--- config.mk ---
export PLATFORM = sky130hd
export DESIGN_NAME = uart_tx_arbiter
export DESIGN_NICKNAME = d
export VERILOG_FILES = /design/src/rtl/uart_tx_arbiter.sv
export SDC_FILE = /design/constraint.sdc
export NUM_CORES = 1
export LEC_CHECK = 0
export BUFFER_PORTS_ARGS = -buffer_cell sky130_fd_sc_hd__buf_2
export CAP_MARGIN = 5
export CORE_ASPECT_RATIO = 2
export CORE_UTILIZATION = 30
export CTS_BUF_LIST = sky130_fd_sc_hd__clkbuf_8
export DETAILED_ROUTE_END_ITERATION = 8
export SKIP_LAST_GASP = 1
export SLEW_MARGIN = 20
export SYNTH_ARGS = -nofsm -noshare
export SYNTH_HDL_FRONTEND = slang
export SYNTH_SLANG_ARGS = --single-unit
--- constraint.sdc ---
create_clock -name txclk -period 1.6 [get_ports txclk]
set_input_delay 0.16 -clock txclk [delete_from_list [all_inputs] [get_ports txclk]]
set_output_delay 0.16 -clock txclk [all_outputs]
set_load 0.05 [all_outputs]
--- src/rtl/uart_tx_arbiter.sv ---
// Two-requester round-robin arbiter feeding a byte-wide UART transmitter.
// Packets are kept atomic by locking the grant until the byte flagged `last` finishes.
module uart_tx_arbiter #(
    parameter int unsigned DATA_WIDTH     = 8,
    parameter int unsigned ACCEPT_TIMEOUT = 16
) (
    input  logic                  txclk,
    input  logic                  reset,
    input  logic                  enable,
    input  logic                  req0_valid,
    input  logic [DATA_WIDTH-1:0] req0_data,
    input  logic                  req0_last,
    output logic                  req0_ready,
    input  logic                  req1_valid,
    input  logic [DATA_WIDTH-1:0] req1_data,
    input  logic                  req1_last,
    output logic                  req1_ready,
    output logic                  ld_tx_data,
    output logic [DATA_WIDTH-1:0] tx_data,
    output logic                  tx_enable,
    input  logic                  tx_empty,
    output logic [1:0]            grant,
    output logic                  busy,
    output logic [15:0]           byte_count,
    output logic                  err
);

    localparam int unsigned TO_W = (ACCEPT_TIMEOUT > 1) ? $clog2(ACCEPT_TIMEOUT) : 1;

    typedef enum logic [1:0] {
        IDLE,
        LOAD,
        WAIT_ACCEPT,
        WAIT_EMPTY
    } state_t;

    state_t            state;
    state_t            state_nxt;
    logic              lock_valid;
    logic              lock_id;
    logic              rr_ptr;
    logic              last_q;
    logic [TO_W-1:0]   to_cnt;
    logic              sel_valid;
    logic              sel_id;
    logic              accept;
    logic              byte_done;
    logic              byte_drop;

    // A held lock restricts eligibility to its owner; otherwise the pointer breaks ties.
    always_comb begin
        sel_valid = 1'b0;
        sel_id    = 1'b0;
        if (lock_valid) begin
            sel_id    = lock_id;
            sel_valid = lock_id ? req1_valid : req0_valid;
        end else if (req0_valid && req1_valid) begin
            sel_id    = rr_ptr;
            sel_valid = 1'b1;
        end else if (req0_valid) begin
            sel_valid = 1'b1;
        end else if (req1_valid) begin
            sel_id    = 1'b1;
            sel_valid = 1'b1;
        end
        accept = reset && (state == IDLE) && enable && tx_empty && sel_valid;
    end

    assign req0_ready = accept && !sel_id;
    assign req1_ready = accept && sel_id;
    assign ld_tx_data = (state == LOAD);
    assign busy       = (state != IDLE);
    assign grant      = lock_valid ? (lock_id ? 2'b10 : 2'b01) : 2'b00;

    always_comb begin
        state_nxt = state;
        byte_done = 1'b0;
        byte_drop = 1'b0;
        case (state)
            IDLE: begin
                if (accept) state_nxt = LOAD;
            end
            LOAD: state_nxt = WAIT_ACCEPT;
            WAIT_ACCEPT: begin
                if (!tx_empty) begin
                    state_nxt = WAIT_EMPTY;
                end else if (to_cnt == TO_W'(ACCEPT_TIMEOUT - 1)) begin
                    state_nxt = IDLE;
                    byte_drop = 1'b1;
                end
            end
            WAIT_EMPTY: begin
                if (tx_empty) begin
                    state_nxt = IDLE;
                    byte_done = 1'b1;
                end
            end
            default: state_nxt = IDLE;
        endcase
    end

    always_ff @(posedge txclk or negedge reset) begin
        if (!reset) begin
            state      <= IDLE;
            tx_data    <= '0;
            tx_enable  <= 1'b0;
            last_q     <= 1'b0;
            lock_valid <= 1'b0;
            lock_id    <= 1'b0;
            rr_ptr     <= 1'b0;
            to_cnt     <= '0;
            byte_count <= '0;
            err        <= 1'b0;
        end else begin
            state     <= state_nxt;
            tx_enable <= enable;
            if (accept) begin
                tx_data    <= sel_id ? req1_data : req0_data;
                last_q     <= sel_id ? req1_last : req0_last;
                lock_valid <= 1'b1;
                lock_id    <= sel_id;
            end
            if (state == LOAD) begin
                to_cnt <= '0;
            end else if (state == WAIT_ACCEPT) begin
                to_cnt <= to_cnt + 1'b1;
            end
            if (byte_done) byte_count <= byte_count + 16'd1;
            if (byte_drop) err <= 1'b1;
            // A dropped byte releases the packet exactly as a completed one would.
            if ((byte_done || byte_drop) && last_q) begin
                lock_valid <= 1'b0;
                rr_ptr     <= ~lock_id;
            end
        end
    end

endmodule

; Word level (Yosys, flattened, before mapping)
; Index checks and enable logic that the tools add are counted.
[op_classes]
addsub = 2
n_eq_ne = 7
mux = 26
bitwise = 1
n_reduce_logical = 15
[op_table]
columns = cell, count
row1 = $add A16 B1 Y16 const B, 1
row2 = $mux W1, 16
row3 = $mux W2, 6
row4 = $logic_and A1 B1 Y1, 8
row5 = $mux W4, 2
row6 = $mux W8, 1
row7 = $pmux W2 S4, 1
row8 = $reduce_bool A2 Y1, 3
row9 = $add A4 B1 Y4 const B, 1
row10 = $eq A2 B2 Y1 const B, 2
row11 = $eq A4 B4 Y1 const B, 1
row12 = $ne A2 B2 Y1 const B, 2
row13 = $ne A3 B3 Y1 const B, 1
row14 = $reduce_and A3 Y1, 1
row15 = $eq A2 B1 Y1 const B, 1
row16 = $logic_not A2 Y1, 1
row17 = $logic_not A1 Y1, 1
row18 = $logic_or A1 B1 Y1, 1
row19 = $not A1 Y1, 1
[word_totals]
ff_bits = 36
in_bits = 24
out_inout_bits = 32
wordCells = 61

; Logic depth before layout (Yosys ltp)
; Gate-level depths: netlist of run 1.
[depth]
depth_word = 7
depth_mapped = 7
mapped_depth_nobuf = 7

; Worst setup path after synthesis of run 1
; No wires, ideal clock.
[synth_timing]
kind = register to register
from = reg state[1]
to = reg lock_id
setup_time_ns = 0.159
t_arrival_ns = 1.757
required_ns = 1.441
path_slack_ns = -0.316
path_stages_with_launch = 6
n_path_buf = 0
period_less_slack_ns = 1.916
cell_sequence = dfrtp_1 inv_1 ha_1 o2111ai_1 nor2_1 nor2_1
[synth_between]
elab_chain_len = 5
[synth_rtl]
columns = item, line_no
row1 = from (decl), 37  ; state_t state;
row2 = from (signal assigned), 115  ; state <= state_nxt;
row3 = $logic_not A2 Y1, 66  ; accept = reset && (state == IDLE) && enable && tx_empty && sel_valid;
row4 = $logic_and A1 B1 Y1 (4 in series), 66
row5 = to (signal assigned), 121  ; lock_id <= sel_id;
row6 = to (decl), 40  ; logic lock_id;
; Every way passes these cells.
; A chain may end at the register's enable or synchronous reset.

; Final worst setup path of run 1
[layout_timing]
from = reg lock_id
to = out req1_ready
[layout_between]
elab_chain_len = 4
word_cells_on_any_way = 5
classes_between = mux: 3 / reduce/logical: 2
[layout_rtl]
columns = item, line_no
row1 = $mux W1, 56  ; sel_valid = lock_id ? req1_valid : req0_valid;
row2 = $mux W1, 54  ; if (lock_valid) begin
row3 = $logic_and A1 B1 Y1, 66
row4 = $logic_and A1 B1 Y1 *, 70  ; assign req1_ready = accept && sel_id;
row5 = to (decl), 17  ; output logic req1_ready,
; Mark *: on every way between the ends. The rest lies on a longest branch, timed or not.

==> results of run 1 <==
[repair_timing]
item                                    CTS  global route
hold buffers                              2             0
endpoints found under the setup margin    2            10
endpoints found under the hold margin    37             0
setup buffers                             5             1
pin swaps                                 3             0
gates cloned                              0             0
resized for setup                         7             9
[power by group through the flow]
stage                     registers [uW]  clock network, uW  logic (uW)
final                               1480                610        2580
after global routing                1530                672        2800
after CTS                           1480                640        2520
after detailed placement            1490                  0        2360
after global placement              1480                  0        2330
after floorplan                     2070                  0        1220
[final cells by class]
class,instances,share of cell area [%]
inverter,12,1.98
timing repair buffer,70,17.5
clock inverter,3,0.508
tap,61,3.10
sequential,36,37.0
clock buffer,5,2.80
multi-input combinational,120,37.2
[sequential cells by signal (all words and copies together), names as in the netlist, 2 cells and up]
name and flops:
byte_count 16, tx_data 8, to_cnt 4, state 2
[routing by layer]
metal,vias up,share of wire (%)
li1,744,-
met4,0,1.5
met5,-,0
met1,722,39
met2,46,55
met3,6,4.4
[cells in the mapped netlist, types with 2 or more instances]
cell type	count	area share, %
dfrtp_1	36	49
nor2_1	18	3.7
a21oi_1	17	4.7
inv_1	12	2.5
xnor2_1	12	5.8
mux2i_1	11	6.0
nand2_1	10	2.1
nand3_1	8	2.2
ha_1	7	4.8
and3_1	4	1.4
nand4_1	3	1.0
xor2_1	3	1.4
a221oi_2	2	1.6
buf_2	2	0.55
mux2_2	2	1.2
nand3_2	2	1.1
o22ai_1	2	0.69
[path summary, 6_finish.rpt]
path,depth (start not counted),from,end
setup / recovery,5,lock_id$_DFFE_PN0P_,req1_ready
hold / removal,3,req0_data[7],tx_data[7]$_DFFE_PN0P_
setup reg to reg,8,state[1]$_DFFE_PN0P_,state[1]$_DFFE_PN0P_
hold reg to reg,1,err$_DFFE_PN0P_,err$_DFFE_PN0P_
max in group asynchronous,3,reset,byte_count[1]$_DFFE_PN0N_
min in group asynchronous,3,reset,byte_count[5]$_DFFE_PN0N_
[worst min-delay path, stage by stage]
cell and delay (ns):
buf_2 0.07, mux2i_1 0.05, a21oi_1 0.13
[kinds of logic after synthesis]
group	count (synthesis)	synth area share, %
AND/OR/NAND/NOR	54	15.7
AO/OA/AOI/OAI	31	11.9
flip-flops	36	49.5
buffers and inverters	15	3.64
adder cells (fa/ha/maj)	7	4.81
multiplexers	13	7.29
XOR/XNOR	15	7.22
[stage by stage]
stage                     worst slack [ns]  util [%]  instances  hold slack (ns)
after CTS                         -0.00522      42.1        306            0.161
after global placement               0.122      38.9        291            0.285
after global routing                -0.100      42.7        307            0.176
after detailed placement             0.101      38.9        291            0.277
after floorplan                    0.00147         -        171           -0.136
final                              -0.0118      42.7        307            0.166
==> impl_metrics.tcl, run 1 <==
set metrics [dict create \
    status "complete, but fails checks" \
    violations "design-rule violations, negative setup slack" \
    ys_warn_count 0 \
    post-route-min-period_ns 1.61 \
    final_hold_viol_count 0 \
    ff_latch_area_um2 910 \
    coreArea_mm2 0.00576 \
    diodes 0 \
    total_power_uw 4680 \
    initial_utilization_pct 31.6 \
    criticalPathCategory "flip-flop to output pin" \
    grt_pass1_vias 1481 \
    worst_clock_skew_ns 0.00570 \
    cts_sinks 36 \
    ant_nets 0 \
    drt_pass1_iterations 8 \
    setup_viol 2 \
    syn_to_final_growth_pct 35.2 \
    layout-drive-gt1-share_pct 43.1 \
    synth_edf_count 0 \
    yosysSeqAreaShare_pct 49.5 \
    cap_violations 0 \
    antenna_found_initial 0 \
    grt_pass1_wl_um 6740 \
    placementRows 39 \
    synthFlopType "dfrtp_1" \
    clockBufferDepth 2 \
    internal_power_uw 2470 \
    dp_hpwl_um 2970 \
    finalCritPeriodShare_pct 101 \
    critPathTopFamily "flip-flops" \
    drc_errors 8 \
    syn_area_mm2 0.00182 \
    busiest_layer "met2" \
    clock_latency_ns 0.28 \
    vias_per_cell 4.94 \
    critPathRequiredTime_ns 1.44 \
    routedWlPerCell_um 13.2 \
    dr.first_iter.drc_count 39 \
    grt_max_degree 37 \
    power_frac_seq_pct 31.7 \
    num_vias 1518 \
    final_common_cell "buf_2" \
    ir_drop_v 0.00119 \
    gp_congestion 0.748 \
    portBuffers 55 \
    r2r_slack_ns 0.03 \
    crit_arrival_ns 1.45 \
    finalWirelength_um 4060 \
    rsz0062_at_grt "true" \
    path_cells "mux2i_1, nand2_1, o2111ai_4, a21oi_2, buf_6" \
    setup_tns_ns -0.0230 \
    cp_slowest_cell "dfrtp_1" \
    timing.slew.headroom_pct 69.4 \
    postSynthCellCount 171 \
    use_met1_pct 14.0 \
    met3_usage_pct 2.88 \
    die_x_um 57.1 \
    clk_pin_slew_worst_paths_ns 0.07 \
    die-area_mm2 0.00640 \
    p_comb_share_pct 55.2 \
    nFillCells 597 \
    setup_slack_ns -0.0118 \
    stdcell_area_mm2 0.00246 \
    synth-seq-cells 36 \
    worst_setup_path_start_kind "flip-flop" \
    final_cell_mix "buf_2 (51), dfrtp_1 (29), nor2_1 (17), a21oi_1 (16), xnor2_1 (12)" \
    cts-htree-levels 2 \
    cts_buffers 5 \
    tritoncts "done" \
    crit_buf_inv 1 \
    cpPeakStageDelay_ns 0.43 \
    nets 276 \
    switching_share_pct 47.2 \
    synth-async-reset-ratio_pct 100 \
    syn_nets 202 \
    io_pins 56 \
    ys_types 37 \
    clock_tree.root_cell "clkbuf_8" \
    power_density_mw_per_mm2 1900 \
    p_switching_uw 2210 \
    met2_usage_pct 26.0 \
    slew_viol_final 0 \
    grt_usage_pct 13.6 \
    tightest_slew_ns 0.459 \
    max_freq_mhz 620 \
    end_kind "output pin" \
    multi_input_area_um2 915 \
    min_path_type "input port to flip-flop" \
    fp.dieH_um 112 \
    leakage_uw 0.00121 \
    overflow 0 \
    syn_avg_cell_area_um2 10.6 \
    dpl-instance-area_mm2 0.00224 \
    clkPwrFrac_pct 13.1 \
    crit_fanout 5 \
]
No activity file was read; power rests on OpenSTA's default activity.
==> inputs of run 2 (changes only) <==
--- a/config.mk
+++ b/config.mk
@@ -11,6 +11,7 @@
 export CORE_UTILIZATION = 30
 export CTS_BUF_LIST = sky130_fd_sc_hd__clkbuf_8
 export DETAILED_ROUTE_END_ITERATION = 8
+export REMOVE_ABC_BUFFERS = 1
 export SKIP_LAST_GASP = 1
 export SLEW_MARGIN = 20
 export SYNTH_ARGS = -nofsm -noshare
==> run 2 against run 1 <==
  * The flow finishes with violations (design-rule violations)
  * Non-clock buffer count up 8
  * First-iteration DRC count down 54%
  * Worst hold slack worse by 0.16 ns
  * Critical path type unchanged
  * Critical endpoint is now req0_ready
  * Largest power group unchanged
  * Highest routed layer unchanged
==> impl_metrics.tcl, run 2 (same netlist as run 1, synthesis figures left out) <==
set metrics [dict create \
    crit_fanout 5 \
    r2r_end "state[0]$_DFFE_PN0P_" \
    num_vias 1535 \
    dp_hpwl_um 3180 \
    routedWlPerCell_um 14.0 \
    grt_usage_pct 14.7 \
    p_comb_share_pct 56.9 \
    grt_pass1_vias 1624 \
    leakage_uw 0.00126 \
    fp.dieH_um 112 \
    fin_util_pct 43.6 \
    status "complete, but fails checks" \
    coreArea_mm2 0.00576 \
    max_freq_mhz 629 \
    portBuffers 55 \
    cp_slowest_cell "dfrtp_1" \
    cap_violations 0 \
    end_kind "output pin" \
    cts_sinks 36 \
    drc_errors 4 \
    finalCritPeriodShare_pct 99.3 \
    criticalPathCategory "flip-flop to output pin" \
    r2r_slack_ns 0.06 \
    placementRows 39 \
    crit_arrival_ns 1.43 \
    grt_max_degree 37 \
    grt_pass1_wl_um 7210 \
    gp_congestion 0.727 \
    critPathRequiredTime_ns 1.44 \
    tritoncts "done" \
    dp_slack_ns -0.0146 \
    worst_clock_skew_ns 0.00555 \
    worst_setup_path_start_kind "flip-flop" \
    diodes 0 \
    cts-htree-levels 2 \
    antenna_found_initial 0 \
    drt_pass1_iterations 6 \
    nets 284 \
    hold_depth 1 \
    dr.first_iter.drc_count 18 \
    setup_slack_ns 0.0108 \
    final_cell_mix "buf_2 (52), dfrtp_1 (36), buf_4 (21), nor2_1 (16), a21oi_1 (16)" \
    min_path_type "input port to flip-flop" \
    largest_reg_flops 16 \
    ant_nets 0 \
    die_x_um 57.1 \
    clock_latency_ns 0.29 \
    clk_pin_slew_worst_paths_ns 0.07 \
    largest_register "byte_count" \
    p_switching_uw 2250 \
    syn_to_final_growth_pct 37.9 \
    fin_cells 314 \
    initial_utilization_pct 31.6 \
    reg_top3 "byte_count: 16 flops, tx_data: 8 flops, to_cnt: 4 flops" \
    layout-drive-gt1-share_pct 42.3 \
    finalWirelength_um 4390 \
    clkPwrFrac_pct 12.7 \
    internal_power_uw 2500 \
    clockBufferDepth 2 \
    worst_r2r_path_depth 6 \
    cts_buffers 5 \
    final_common_cell "buf_2" \
    min_from "enable" \
    r2r_start "lock_id$_DFFE_PN0P_" \
    violations "design-rule violations" \
    switching_share_pct 47.3 \
    clock_tree.root_cell "clkbuf_8" \
    whs_endpoint "tx_enable$_DFF_PN0_" \
    post-route-min-period_ns 1.59 \
    tightest_slew_ns 0.479 \
    io_pins 56 \
    dp_cells 294 \
    power_density_mw_per_mm2 1890 \
    rsz0062_at_grt "true" \
    overflow 0 \
    setup_tns_ns 0 \
    power_frac_seq_pct 30.4 \
    path_cells "inv_2, ha_4, o2111ai_4, nor2_2, buf_6" \
    final_hold_viol_count 0 \
    timing.slew.headroom_pct 68.0 \
    stdcell_area_mm2 0.00251 \
    dpl-instance-area_mm2 0.00224 \
    ir_drop_v 0.000967 \
    slew_viol_final 0 \
    cpPeakStageDelay_ns 0.41 \
    setup_viol 0 \
    vias_per_cell 4.89 \
    die-area_mm2 0.00640 \
]
==> run 2: layout make-up <==
cell class                 count  area [um2]
clock buffer                   5        68.8
tap                           61        76.3
multi-input combinational    120         928
clock inverter                 2        8.76
fill                         572        3250
timing repair buffer          78         482
inverter                      12        45.0
sequential                    36         901
==> run 2: worst max-delay path by stage <==
stage | start | to | slack [ns]
3_5_place_dp | state[1]$_DFFE_PN0P_ | state[1]$_DFFE_PN0P_ | -0.01
4_1_cts | state[0]$_DFFE_PN0P_ | state[1]$_DFFE_PN0P_ | -0.004
5_1_grt | lock_id$_DFFE_PN0P_ | req0_ready | -0.07
3_3_place_gp | state[0]$_DFFE_PN0P_ | state[1]$_DFFE_PN0P_ | 0.05
2_1_floorplan | state[1]$_DFFE_PN0P_ | lock_id$_DFFE_PN0P_ | -0.32
6_report | state[1]$_DFFE_PN0P_ | req0_ready | 0.01
==> run 2: what timing repair did <==
item | in CTS | in global routing
endpoints found under the setup margin | 6 | 11
hold endpoints to repair | 36 | 0
cloned | 0 | 0
pin swaps | 2 | 3
buffers inserted | 10 | 2
gates resized for setup | 11 | 10
hold buffers | 1 | 0
==> run 2: routing by layer <==
layer / wire, um / track usage [%] / vias up
met3: 181 / 3.00 / 7
met2: 2600 / 30.0 / 44
li1: - / - / 754
met4: 87 / 5.85 / 0
met5: 0 / 0 / -
met1: 1520 / 13.1 / 730
==> run 2: critical path, delay by kind of cell, from the launching register on <==
kind,cells,cell delay (ns)
buffers and inverters,2,0.27
adder cells (fa/ha/maj),1,0.18
flip-flops,1,0.41
AO/OA/AOI/OAI,1,0.11
AND/OR/NAND/NOR,1,0.16
==> run 2: power groups by stage <==
stage          logic [uW]  registers, uW  clock network, uW
2_1_floorplan        1130           2050                  0
3_3_place_gp         2300           1460                  0
3_5_place_dp         2350           1470                  0
4_1_cts              2610           1440                635
5_1_grt              2900           1480                668
6_report             2700           1440                603
==> run 2: per-stage QoR <==
stage                     power (uW)  hold slack [ns]
after global routing            5040          0.00632
final                           4750           0.0107
after CTS                       4680          0.00485
after global placement          3760            0.288
after floorplan                 3180           -0.136
after detailed placement        3820            0.298
==> inputs of run 3 (changes only) <==
--- a/config.mk
+++ b/config.mk
@@ -11,6 +11,7 @@
 export CORE_UTILIZATION = 30
 export CTS_BUF_LIST = sky130_fd_sc_hd__clkbuf_8
 export DETAILED_ROUTE_END_ITERATION = 8
+export HOLD_SLACK_MARGIN = 0.05
 export REMOVE_ABC_BUFFERS = 1
 export SKIP_LAST_GASP = 1
 export SLEW_MARGIN = 20
==> run 3 against run 2 <==
  * The flow still finishes with violations (design-rule violations)
  * Clock skew rose by 0.00097 ns
  * Global-route usage barely moved
  * Non-clock buffer count rose by 1
  * Clock power barely moved
  * Register-to-register slack barely moved
  * Sequential power barely moved
  * First-iteration DRC count rose by 94%
  * Power rose by 0.23%
  * Sequential share of layout area fell by 0.14 points
  * Design area rose by 0.40%
  * Routed wire length rose by 0.43%
  * Largest cell class unchanged
==> impl_metrics.tcl, run 3 (same netlist as run 1, synthesis figures left out) <==
set metrics [dict create \
    routedWlPerCell_um 14.0 \
    violations "design-rule violations" \
    diodes 0 \
    end_kind "output pin" \
    setup_viol 0 \
    overflow 0 \
    p_comb_share_pct 57.0 \
    grt_max_degree 37 \
    r2r_start "lock_id$_DFFE_PN0P_" \
    die-area_mm2 0.00640 \
    final_common_cell "buf_2" \
    cts_sinks 36 \
    cp-startpoint "state[1]$_DFFE_PN0P_" \
    portBuffers 55 \
    vias_per_cell 4.89 \
    r2r_end "state[0]$_DFFE_PN0P_" \
    finalCritPeriodShare_pct 99.4 \
    fin_cells 315 \
    final_hold_viol_count 0 \
    grt_pass1_wl_um 7240 \
    syn_to_final_growth_pct 38.4 \
    grt_usage_pct 14.7 \
    cp-endpoint "req0_ready" \
    largest_reg_flops 16 \
    clockBufferDepth 2 \
    rsz0062_at_grt "true" \
    finalWirelength_um 4410 \
    leakage_uw 0.00127 \
    p_switching_uw 2260 \
    cts_buffers 5 \
    slew_viol_final 0 \
    min_path_type "input port to flip-flop" \
    tightest_slew_ns 0.477 \
    criticalPathCategory "flip-flop to output pin" \
    dp_hpwl_um 3180 \
    dp_cells 294 \
    crit_arrival_ns 1.43 \
    crit_fanout 5 \
    clock_latency_ns 0.29 \
    multi_input_area_um2 928 \
    worst_clock_skew_ns 0.00652 \
    dpl-instance-area_mm2 0.00224 \
    holdWs_ns 0.166 \
    reg_top3 "byte_count: 16 flops, tx_data: 8 flops, to_cnt: 4 flops" \
    stdcell_area_mm2 0.00252 \
    cap_violations 0 \
    io_pins 56 \
    clk_pin_slew_worst_paths_ns 0.07 \
    internal_power_uw 2500 \
    initial_utilization_pct 31.6 \
    clkPwrFrac_pct 12.7 \
    antenna_found_initial 0 \
    post-route-min-period_ns 1.59 \
    max_freq_mhz 629 \
    cts-htree-levels 2 \
    ff_latch_area_um2 901 \
    status "complete, but fails checks" \
    power_frac_seq_pct 30.3 \
    die_x_um 57.1 \
    coreArea_mm2 0.00576 \
    worst_setup_path_start_kind "flip-flop" \
    layout-drive-gt1-share_pct 42.1 \
    worst_r2r_path_depth 6 \
    ir_drop_v 0.000974 \
    fp.dieH_um 112 \
    largest_register "byte_count" \
    num_vias 1541 \
    tritoncts "done" \
    ant_nets 0 \
    drc_errors 4 \
    nFillCells 572 \
    nets 285 \
    r2r_slack_ns 0.06 \
    final_cell_mix "buf_2 (52), dfrtp_1 (36), buf_4 (21), nor2_1 (16), a21oi_1 (16)" \
    drt_pass1_iterations 6 \
    switching_share_pct 47.4 \
    gp_congestion 0.727 \
    placementRows 39 \
    grt_pass1_vias 1631 \
    critPathRequiredTime_ns 1.44 \
    clock_tree.root_cell "clkbuf_8" \
    timing.slew.headroom_pct 68.2 \
    dr.first_iter.drc_count 35 \
    power_density_mw_per_mm2 1890 \
]
run 3: final cells by class:
type / instances / share of cell area (%)
clock buffers: 5 / 2.73
clock inverters: 2 / 0.348
inverters: 12 / 1.79
multi-input cells: 120 / 36.8
flip-flops and latches: 36 / 35.7
well taps: 61 / 3.03
repair buffers: 79 / 19.5
run 3: how the worst min path moves through the flow:
stage	slack, ns	depth (start not counted)	to	start
final	0.17	3	tx_data[3]$_DFFE_PN0P_	req0_data[3]
after CTS	0.16	3	tx_data[0]$_DFFE_PN0P_	req0_data[0]
after detailed placement	0.30	2	state[0]$_DFFE_PN0P_	reset
after floorplan	-0.14	0	byte_count[0]$_DFFE_PN0N_	reset
after global routing	0.15	3	tx_data[5]$_DFFE_PN0P_	req0_data[5]
after global placement	0.29	2	last_q$_DFFE_PN0P_	reset
run 3: critical path, stage by stage (launching register included):
cell	delay, ns
dfrtp_1	0.42
inv_2	0.10
ha_4	0.18
o2111ai_4	0.11
nor2_2	0.16
buf_6	0.17
run 3: metrics by stage:
stage          setup slack (ns)  TNS (ns)  power, uW  utilization (%)
3_3_place_gp             0.0501         0       3760             38.9
4_1_cts                -0.00353  -0.00353       4690             42.5
5_1_grt                 -0.0726    -0.200       5050             43.8
2_1_floorplan            -0.316     -1.89       3180                -
3_5_place_dp            -0.0146   -0.0146       3820             38.9
6_report                 0.0101         0       4760             43.8
run 3: power groups by stage:
stage | sequential (uW) | combinational [uW] | clock [uW]
finish | 1440 | 2710 | 605
global route | 1480 | 2900 | 668
CTS | 1440 | 2610 | 635
detailed placement | 1470 | 2350 | 0
global placement | 1460 | 2300 | 0
floorplan | 2050 | 1130 | 0
run 3: timing repair:
item	in CTS	in global routing
resized for setup	11	10
buffers inserted	10	2
endpoints found under the setup margin	6	11
endpoints found under the hold margin	37	0
hold buffers	2	0
pin swaps	2	3
run 3: routing by layer:
layer | routed length [um] | up-vias | global-route usage [%]
met5 | 0 | - | 0
met4 | 110 | 0 | 5.85
li1 | - | 755 | -
met3 | 176 | 11 | 3.00
met2 | 2590 | 48 | 30.1
met1 | 1530 | 727 | 13.1
